$ cat config.mk
export PLATFORM = sky130hd
export DESIGN_NAME = vga_timing_controller
export DESIGN_NICKNAME = d
export VERILOG_FILES = /design/src/rtl/vga_timing_controller.sv
export SDC_FILE = /design/constraint.sdc
export NUM_CORES = 1
export LEC_CHECK = 0
export ABC_AREA = 1
export BUFFER_PORTS_ARGS = -buffer_cell sky130_fd_sc_hd__buf_2
export CORE_MARGIN = 3
export CORE_UTILIZATION = 30
export CTS_CLUSTER_SIZE = 12
export DETAILED_ROUTE_END_ITERATION = 8
export GPL_ROUTABILITY_DRIVEN = 0
export GPL_TIMING_DRIVEN = 0
export MAX_ROUTING_LAYER = met4
export PLACE_DENSITY_LB_ADDON = 0.12
export SLEW_MARGIN = 25
export SYNTH_ARGS = -nofsm -noshare
export SYNTH_HDL_FRONTEND = slang
export SYNTH_SLANG_ARGS = --single-unit
$ cat constraint.sdc
create_clock -name clk_in -period 3.35 [get_ports clk_in]
set_clock_uncertainty 0.2 [all_clocks]
set_input_delay 0.335 -clock clk_in [delete_from_list [all_inputs] [get_ports clk_in]]
set_output_delay 0.335 -clock clk_in [all_outputs]
set_load 0.01 [all_outputs]
$ cat src/rtl/vga_timing_controller.sv
// VGA timing generator: pixel divider, h/v counters with phase FSMs, and registered sync/blank/RGB outputs.
// Build macro VGA_TEST_PATTERN_EN replaces color_in with eight vertical colour bars.
module vga_timing_controller #(
    parameter int CLK_DIV  = 2,
    parameter int H_ACTIVE = 640,
    parameter int H_FRONT  = 16,
    parameter int H_SYNC   = 96,
    parameter int H_BACK   = 48,
    parameter int V_ACTIVE = 480,
    parameter int V_FRONT  = 10,
    parameter int V_SYNC   = 2,
    parameter int V_BACK   = 33,
    parameter int SYNC_POL = 0
) (
    input  logic        clk_in,
    input  logic        reset_in,
    input  logic [23:0] color_in,
    output logic [9:0]  horizontal,
    output logic [9:0]  vertical,
    output logic        pixel_tick,
    output logic        hsync,
    output logic        vsync,
    output logic        blank_n,
    output logic        sync_n,
    output logic        vga_clk,
    output logic [7:0]  red,
    output logic [7:0]  green,
    output logic [7:0]  blue,
    output logic        frame_start
);
    localparam int H_TOTAL = H_ACTIVE + H_FRONT + H_SYNC + H_BACK;
    localparam int V_TOTAL = V_ACTIVE + V_FRONT + V_SYNC + V_BACK;
    localparam int DIV_W   = (CLK_DIV > 1) ? $clog2(CLK_DIV) : 1;

    localparam logic [DIV_W-1:0] DIV_LAST  = DIV_W'(CLK_DIV - 1);
    localparam logic [DIV_W-1:0] VCLK_HIGH = DIV_W'((CLK_DIV + 1) / 2);

    localparam logic [9:0] H_LAST     = 10'(H_TOTAL - 1);
    localparam logic [9:0] H_FRONT_AT = 10'(H_ACTIVE);
    localparam logic [9:0] H_SYNC_AT  = 10'(H_ACTIVE + H_FRONT);
    localparam logic [9:0] H_BACK_AT  = 10'(H_ACTIVE + H_FRONT + H_SYNC);
    localparam logic [9:0] V_LAST     = 10'(V_TOTAL - 1);
    localparam logic [9:0] V_FRONT_AT = 10'(V_ACTIVE);
    localparam logic [9:0] V_SYNC_AT  = 10'(V_ACTIVE + V_FRONT);
    localparam logic [9:0] V_BACK_AT  = 10'(V_ACTIVE + V_FRONT + V_SYNC);
    localparam logic       SYNC_ON    = (SYNC_POL != 0);

    generate
        if (H_TOTAL > 1024 || V_TOTAL > 1024 || CLK_DIV < 1) begin : g_bad_params
            $fatal(1, "vga_timing_controller: H_TOTAL and V_TOTAL must be <= 1024, CLK_DIV >= 1");
        end
    endgenerate

    typedef enum logic [1:0] {PH_ACTIVE, PH_FRONT, PH_SYNC, PH_BACK} phase_t;

    logic [DIV_W-1:0] div_reg, div_next;
    logic             tick_reg, vclk_reg;
    logic [9:0]       h_reg, h_next, v_reg, v_next;
    phase_t           h_phase_reg, h_phase_next, v_phase_reg, v_phase_next;
    logic             h_wrap;
    logic             hsync_raw, vsync_raw, visible;
    logic             hsync_reg, vsync_reg, blank_n_reg, frame_start_reg;
    logic [23:0]      rgb_reg, pix_color;

    // Later boundaries win so a zero-width porch or pulse is skipped cleanly.
    function automatic phase_t next_phase(input logic [9:0] pos, input phase_t cur,
                                          input logic [9:0] front_at, input logic [9:0] sync_at,
                                          input logic [9:0] back_at);
        phase_t nxt;
        nxt = cur;
        if (pos == 10'd0)         nxt = PH_ACTIVE;
        else if (pos == back_at)  nxt = PH_BACK;
        else if (pos == sync_at)  nxt = PH_SYNC;
        else if (pos == front_at) nxt = PH_FRONT;
        return nxt;
    endfunction

    always_comb begin
        div_next     = (div_reg == DIV_LAST) ? '0 : div_reg + 1'b1;
        h_wrap       = tick_reg && (h_reg == H_LAST);
        h_next       = h_reg;
        v_next       = v_reg;
        h_phase_next = h_phase_reg;
        v_phase_next = v_phase_reg;
        if (tick_reg) begin
            h_next       = h_wrap ? 10'd0 : h_reg + 10'd1;
            h_phase_next = next_phase(h_next, h_phase_reg, H_FRONT_AT, H_SYNC_AT, H_BACK_AT);
        end
        if (h_wrap) begin
            v_next       = (v_reg == V_LAST) ? 10'd0 : v_reg + 10'd1;
            v_phase_next = next_phase(v_next, v_phase_reg, V_FRONT_AT, V_SYNC_AT, V_BACK_AT);
        end
    end

    assign hsync_raw = (h_phase_reg == PH_SYNC);
    assign vsync_raw = (v_phase_reg == PH_SYNC);
    assign visible   = (h_phase_reg == PH_ACTIVE) && (v_phase_reg == PH_ACTIVE);

`ifdef VGA_TEST_PATTERN_EN
    logic [12:0] bar_num;
    logic [12:0] bar_sel;
    logic [2:0]  bar;
    logic        unused_pattern;
    assign bar_num = {h_reg, 3'b000};
    assign bar_sel = bar_num / 13'(H_ACTIVE);
    assign bar     = bar_sel[2:0];
    // Bars 0..7: white, yellow, cyan, green, magenta, red, blue, black.
    assign pix_color      = {{8{~bar[1]}}, {8{~bar[2]}}, {8{~bar[0]}}};
    assign unused_pattern = ^{color_in, bar_sel[12:3]};
`else
    assign pix_color = color_in;
`endif

    always_ff @(posedge clk_in) begin
        if (reset_in) begin
            div_reg         <= '0;
            tick_reg        <= 1'b0;
            vclk_reg        <= 1'b0;
            h_reg           <= 10'd0;
            v_reg           <= 10'd0;
            h_phase_reg     <= PH_ACTIVE;
            v_phase_reg     <= PH_ACTIVE;
            hsync_reg       <= ~SYNC_ON;
            vsync_reg       <= ~SYNC_ON;
            blank_n_reg     <= 1'b0;
            frame_start_reg <= 1'b0;
            rgb_reg         <= 24'd0;
        end else begin
            div_reg     <= div_next;
            tick_reg    <= (div_next == DIV_LAST);
            // High for the first half of each pixel, so it rises on the edge after the tick.
            vclk_reg    <= (div_next < VCLK_HIGH);
            h_reg       <= h_next;
            v_reg       <= v_next;
            h_phase_reg <= h_phase_next;
            v_phase_reg <= v_phase_next;
            if (tick_reg) begin
                hsync_reg       <= hsync_raw ? SYNC_ON : ~SYNC_ON;
                vsync_reg       <= vsync_raw ? SYNC_ON : ~SYNC_ON;
                blank_n_reg     <= visible;
                frame_start_reg <= (h_reg == 10'd0) && (v_reg == 10'd0);
                rgb_reg         <= visible ? pix_color : 24'd0;
            end
        end
    end

    assign horizontal  = h_reg;
    assign vertical    = v_reg;
    assign pixel_tick  = tick_reg;
    assign vga_clk     = vclk_reg;
    assign hsync       = hsync_reg;
    assign vsync       = vsync_reg;
    assign blank_n     = blank_n_reg;
    assign sync_n      = 1'b0;
    assign frame_start = frame_start_reg;
    assign red         = rgb_reg[23:16];
    assign green       = rgb_reg[15:8];
    assign blue        = rgb_reg[7:0];
endmodule
# == After elaboration in Yosys (flattened, before gate mapping) ==
# Index checks and enable logic that the tools add are counted.
# totals
word_cells,52
ff_bits,54
output_inout_bits,51
inputBits,26
# classes
mux,14
reduce_logical,13
n_addsub,3
n_eq_ne,10
n_lt_le_gt_ge,1
# op_table
cell,count
$eq A10 B10 Y1 const B,5
$logic_not A10 Y1,4
$eq A10 B9 Y1 const B,3
$mux W24,1
$add A10 B1 Y10 const B,2
$mux W10,2
$mux W2,8
$reduce_bool A4 Y1,2
$eq A2 B2 Y1 const B,2
$logic_not A2 Y1,2
$reduce_and A2 Y1,2
$logic_and A1 B1 Y1,3
$mux W1,3
$add A1 B1 Y1 const B,1
$lt A1 B1 Y1 const B,1

# == Logic depth before layout (Yosys ltp) ==
# logic_depth
ltp_word,8
depth_mapped,15
mapped_depth_nobuf,15

# == Worst setup path after synthesis ==
# OpenSTA, ideal clock, no wires.
# synth_timing
kind,register -> register
from,"register h_reg[1], in the netlist horizontal[1]"
to,register h_phase_reg[1]
t_required_ns,3.036
slack_ns,1.300
setup_time_ns,0.114
path_stages_with_launch,14
period_less_slack_ns,2.050
arrival_time_ns,1.737
path_buffers,1
cell_sequence,dfxtp_1 ha_1 nand2_2 nor2_4 nand3_4 buf_6 o21ai_1 nand3_1 nor2_2 nand3_1 nand2_1 nand2_1 a21boi_1 nor2_1
# synth_via
elab_chain_cells,7
elab_cells_between_ends,13
cone_classes,add/sub (1); eq/ne (4); mux (4); reduce/logical (4)
# synth_rtl
element,line,source
from (decl),58,"logic [9:0] h_reg, h_next, v_reg, v_next;"
from (signal assigned),133,h_reg <= h_next;
"parallel branches: the longest is 2 deep, another holds $add A10 B1 Y10",-,
$mux W10 *,86,h_next = h_wrap ? 10'd0 : h_reg + 10'd1;
$eq A10 B10 Y1,73,else if (pos == sync_at) nxt = PH_SYNC;
$mux W2,73,
$mux W2,72,else if (pos == back_at) nxt = PH_BACK;
$mux W2,71,if (pos == 10'd0) nxt = PH_ACTIVE;
to (signal assigned),135,h_phase_reg <= h_phase_next;
to (decl),59,"phase_t h_phase_reg, h_phase_next, v_phase_reg, v_phase_next;"
# Every way passes the cells marked *.
# A chain may end at the register's enable or synchronous reset.

# == Worst setup path after layout ==
# layout_timing
from,"register v_reg[0], in the netlist vertical[0]"
to,register v_phase_reg[1]
# layout_via
elab_chain_cells,6
elab_cells_between_ends,12
cone_classes,add/sub (1); eq/ne (4); mux (4); reduce/logical (3)
# layout_rtl
element,line,source
from (decl),58,
from (signal assigned),134,v_reg <= v_next;
$add A10 B1 Y10 / $eq A10 B10 Y1 (equally long branches),90,v_next = (v_reg == V_LAST) ? 10'd0 : v_reg + 10'd1;
$mux W10 *,90,
$eq A10 B9 Y1,73,
$mux W2,73,
$mux W2,72,
$mux W2,71,
to (signal assigned),136,v_phase_reg <= v_phase_next;
to (decl),59,
# Mark *: on every way between the ends. The rest lies on a longest branch, timed or not.

==> impl_metrics.csv <==
group,metric,value,unit
final_layout,fin_cells,534,
final_layout,antennaDiodeCount,0,
synthesis,async_reset_ff_share,0,%
sta,hold_slack,55.0,ps
pwr,report.power.total,1.21,mW
sta,fin_crit_sh,69.8,%
synthesis,avgSynthCellArea,7.50,µm²
floorplan,num_rows,33,
clock_tree,cts_buffers,5,
grt,overflow,0,
worst_setup_path,path_cells,"inv_1 > ha_1 > nand2_1 > inv_1 > nand4_1 > o21ai_0 > nand3_1 > inv_1 > nand2_1 > o21ai_0 > nand2_1 > nand3_1 > nand2_1",
synthesis,synth_cell_types,34,
grt,grt_max_degree,20,
pwr,p_leak,1.43,nW
hold_path,hold_class,"in -> reg",
floorplan,core_region_area,0.00830,mm²
worst_setup_path,timing.rr.start,"vertical[0]",
final_layout,area_growth_syn_to_layout,23.4,%
synthesis,synth_edf_count,0,
worst_setup_path,cp.arrival,2350,ps
synthesis,synth_area,0.00259,mm²
worst_setup_path,worstSetupPathType,"reg -> reg",
final_layout,final_area,0.00320,mm²
worst_setup_path,critPathMaxStageDelay,350,ps
sta,grt_setup_unrepaired,"no",
synthesis,synth_flop_cell,"dfxtp_1",
grt,grt_pass1_wl,11.9,mm
clock_tree,cts_root_buf,"clkbuf_8",
synthesis,ys_top_cells_by_area,"dfxtp_1 (42%), nand2_1 (9.7%), a32o_1 (9.3%)",
worst_setup_path,worstPathRequired,3360,ps
sta,setup_tns,0,ps
route,post_drt_wl_per_cell,13.4,µm
route,wl,7.13,mm
route,vias,2621,
sta,layout_min_cycle_time,2340,ps
floorplan,dieArea,0.00980,mm²
synthesis,yosysWarnings,0,
worst_setup_path,worstSetupStartpoint,"vertical[0]",
final_layout,utilization,38.6,%
synthesis,synth.most_common_cell,"nand2_1",
sta,finalMaxSlewViolations,0,
synthesis,synthCells,346,
clock_tree,cts_resized,0,
sta,fmax,427,MHz
clock_tree,ctsHoldBuffers,0,
pwr,p_per_area,378,mW/mm²
clock_tree,clock_latency,310,ps
route,drc,0,
clock_tree,cts_setup_buffers,0,
clock_tree,clkTransAtPathRegs,110,ps
worst_setup_path,cp-end-kind,"register",
route,firstDrtPassIters,4,
synthesis,synth_commonest_cells,"nand2_1 (67), dfxtp_1 (54), nor2_1 (49)",
place,place_ws,1060,ps
final_layout,drive_gt1_share,22.1,%
pwr,irDropWorstVdd,0.000192,V
synthesis,yosys.area.top_type,"dfxtp_1",
sta,worst_slack,1010,ps
sta,slew_headroom,54.7,%
route,antenna_left,0,
place,dp_cells,526,
worst_setup_path,critPathMaxFanout,7,
sta,worstMarginPinSlew,673,ps
floorplan,die_y,99.0,µm
place,io_buffers,75,
sta,final-setup-viol-count,0,
clock_tree,htree_levels,2,
route,via_per_inst,4.91,
final_layout,nets,458,
clock_tree,cts_buffer_depth,2,
floorplan,start_util,31.3,%
grt,antenna_found_initial,0,
worst_setup_path,crit_slowest_cell,"dfxtp_1",
worst_setup_path,cp_common_cell,"nand2_1",
route,drt_iter0_drc,112,
grt,grt.total_usage,15.1,%
synthesis,synth_seq_cells,54,
clock_tree,cts_tree,"built",
place,dpl-instance-area,0.00311,mm²
flow_run,max_cap_viol_count,0,
final_layout,largest_reg_flops,24,
floorplan,die_w,99.0,µm
grt,grt_pass1_vias,2450,
synthesis,synth_fp_nets,376,
worst_setup_path,startpoint_type,"register",
clock_tree,cts.sinks,54,
synthesis,ys_seq_area_share,41.7,%
floorplan,boundaryPins,77,
sta,finalHoldViolations,0,
synthesis,synth_top_area_share,41.7,%
outcome,status,"complete, no violations",
place,hpwl,5.46,mm
hold_path,hold_start,"color_in[7]",
-- worst paths after layout --
kind	endpoint	slack [ps]	depth (start not counted)
max reg2reg	v_phase_reg[1]	1010	13
min reg2reg	blank_n	260	2
min	rgb_reg[7]	50	2
max	v_phase_reg[1]	1010	13
-- cells in the final DEF (no fill, tap or decap), types with 2 or more instances in the layout --
master	instances
clkbuf_8	5
xnor2_1	2
buf_2	75
inv_6	2
inv_1	33
nand3_1	29
ha_1	4
clkbuf_1	10
nor2_1	49
a211oi_1	2
a21oi_1	13
o21ai_1	2
nor2_2	2
o22ai_1	9
nand2_2	2
a32o_1	24
dfxtp_1	54
nand2_1	67
a31oi_1	2
nor2_4	2
o21ai_0	18
nand4_1	6
-- power by group --
part	leakage (nW)	internal, mW	switching [mW]
Combinational	0.943	0.0568	0.0802
Clock	0.0491	0.155	0.238
Sequential	0.440	0.667	0.0144
Total	1.43	0.878	0.333
-- critical path: cells and delay by family, from the launching register on --
| family | cells | cell delay (ps) |
|---|---|---|
| simple gates | 7 | 760 |
| flops | 1 | 350 |
| fa+ha+maj | 1 | 200 |
| compound gates | 2 | 460 |
| buf+inv | 3 | 280 |
-- metal layers --
metal,routed length (µm),global-route usage (%),vias to the layer above
met5,0,-,-
met4,54,3.99,0
met3,409,3.47,4
met2,3200,23.1,68
met1,3470,20.2,1195
li1,-,-,1354
-- cells by family after synthesis --
logic type / count (synthesis) / share of synthesized area (%)
adders and majority gates: 4 / 1.93
and+or+nand+nor: 163 / 27.9
DFF: 54 / 41.7
xor gates and xnor gates: 3 / 1.01
AOI/OAI and AO/OA: 74 / 20.1
buffers and inverters: 47 / 7.24
other: 1 / 0.145
-- cell type report --
class / count / area, µm²
inverter: 34 / 128
tap: 105 / 131
multi-input combinational: 245 / 1330
fill: 886 / 5100
sequential: 54 / 1080
clock buffer: 5 / 68.8
clock inverter: 3 / 26.3
buffer: 13 / 60.1
timing repair buffer: 75 / 375
Note: power is estimated with default switching activity, not from simulation.
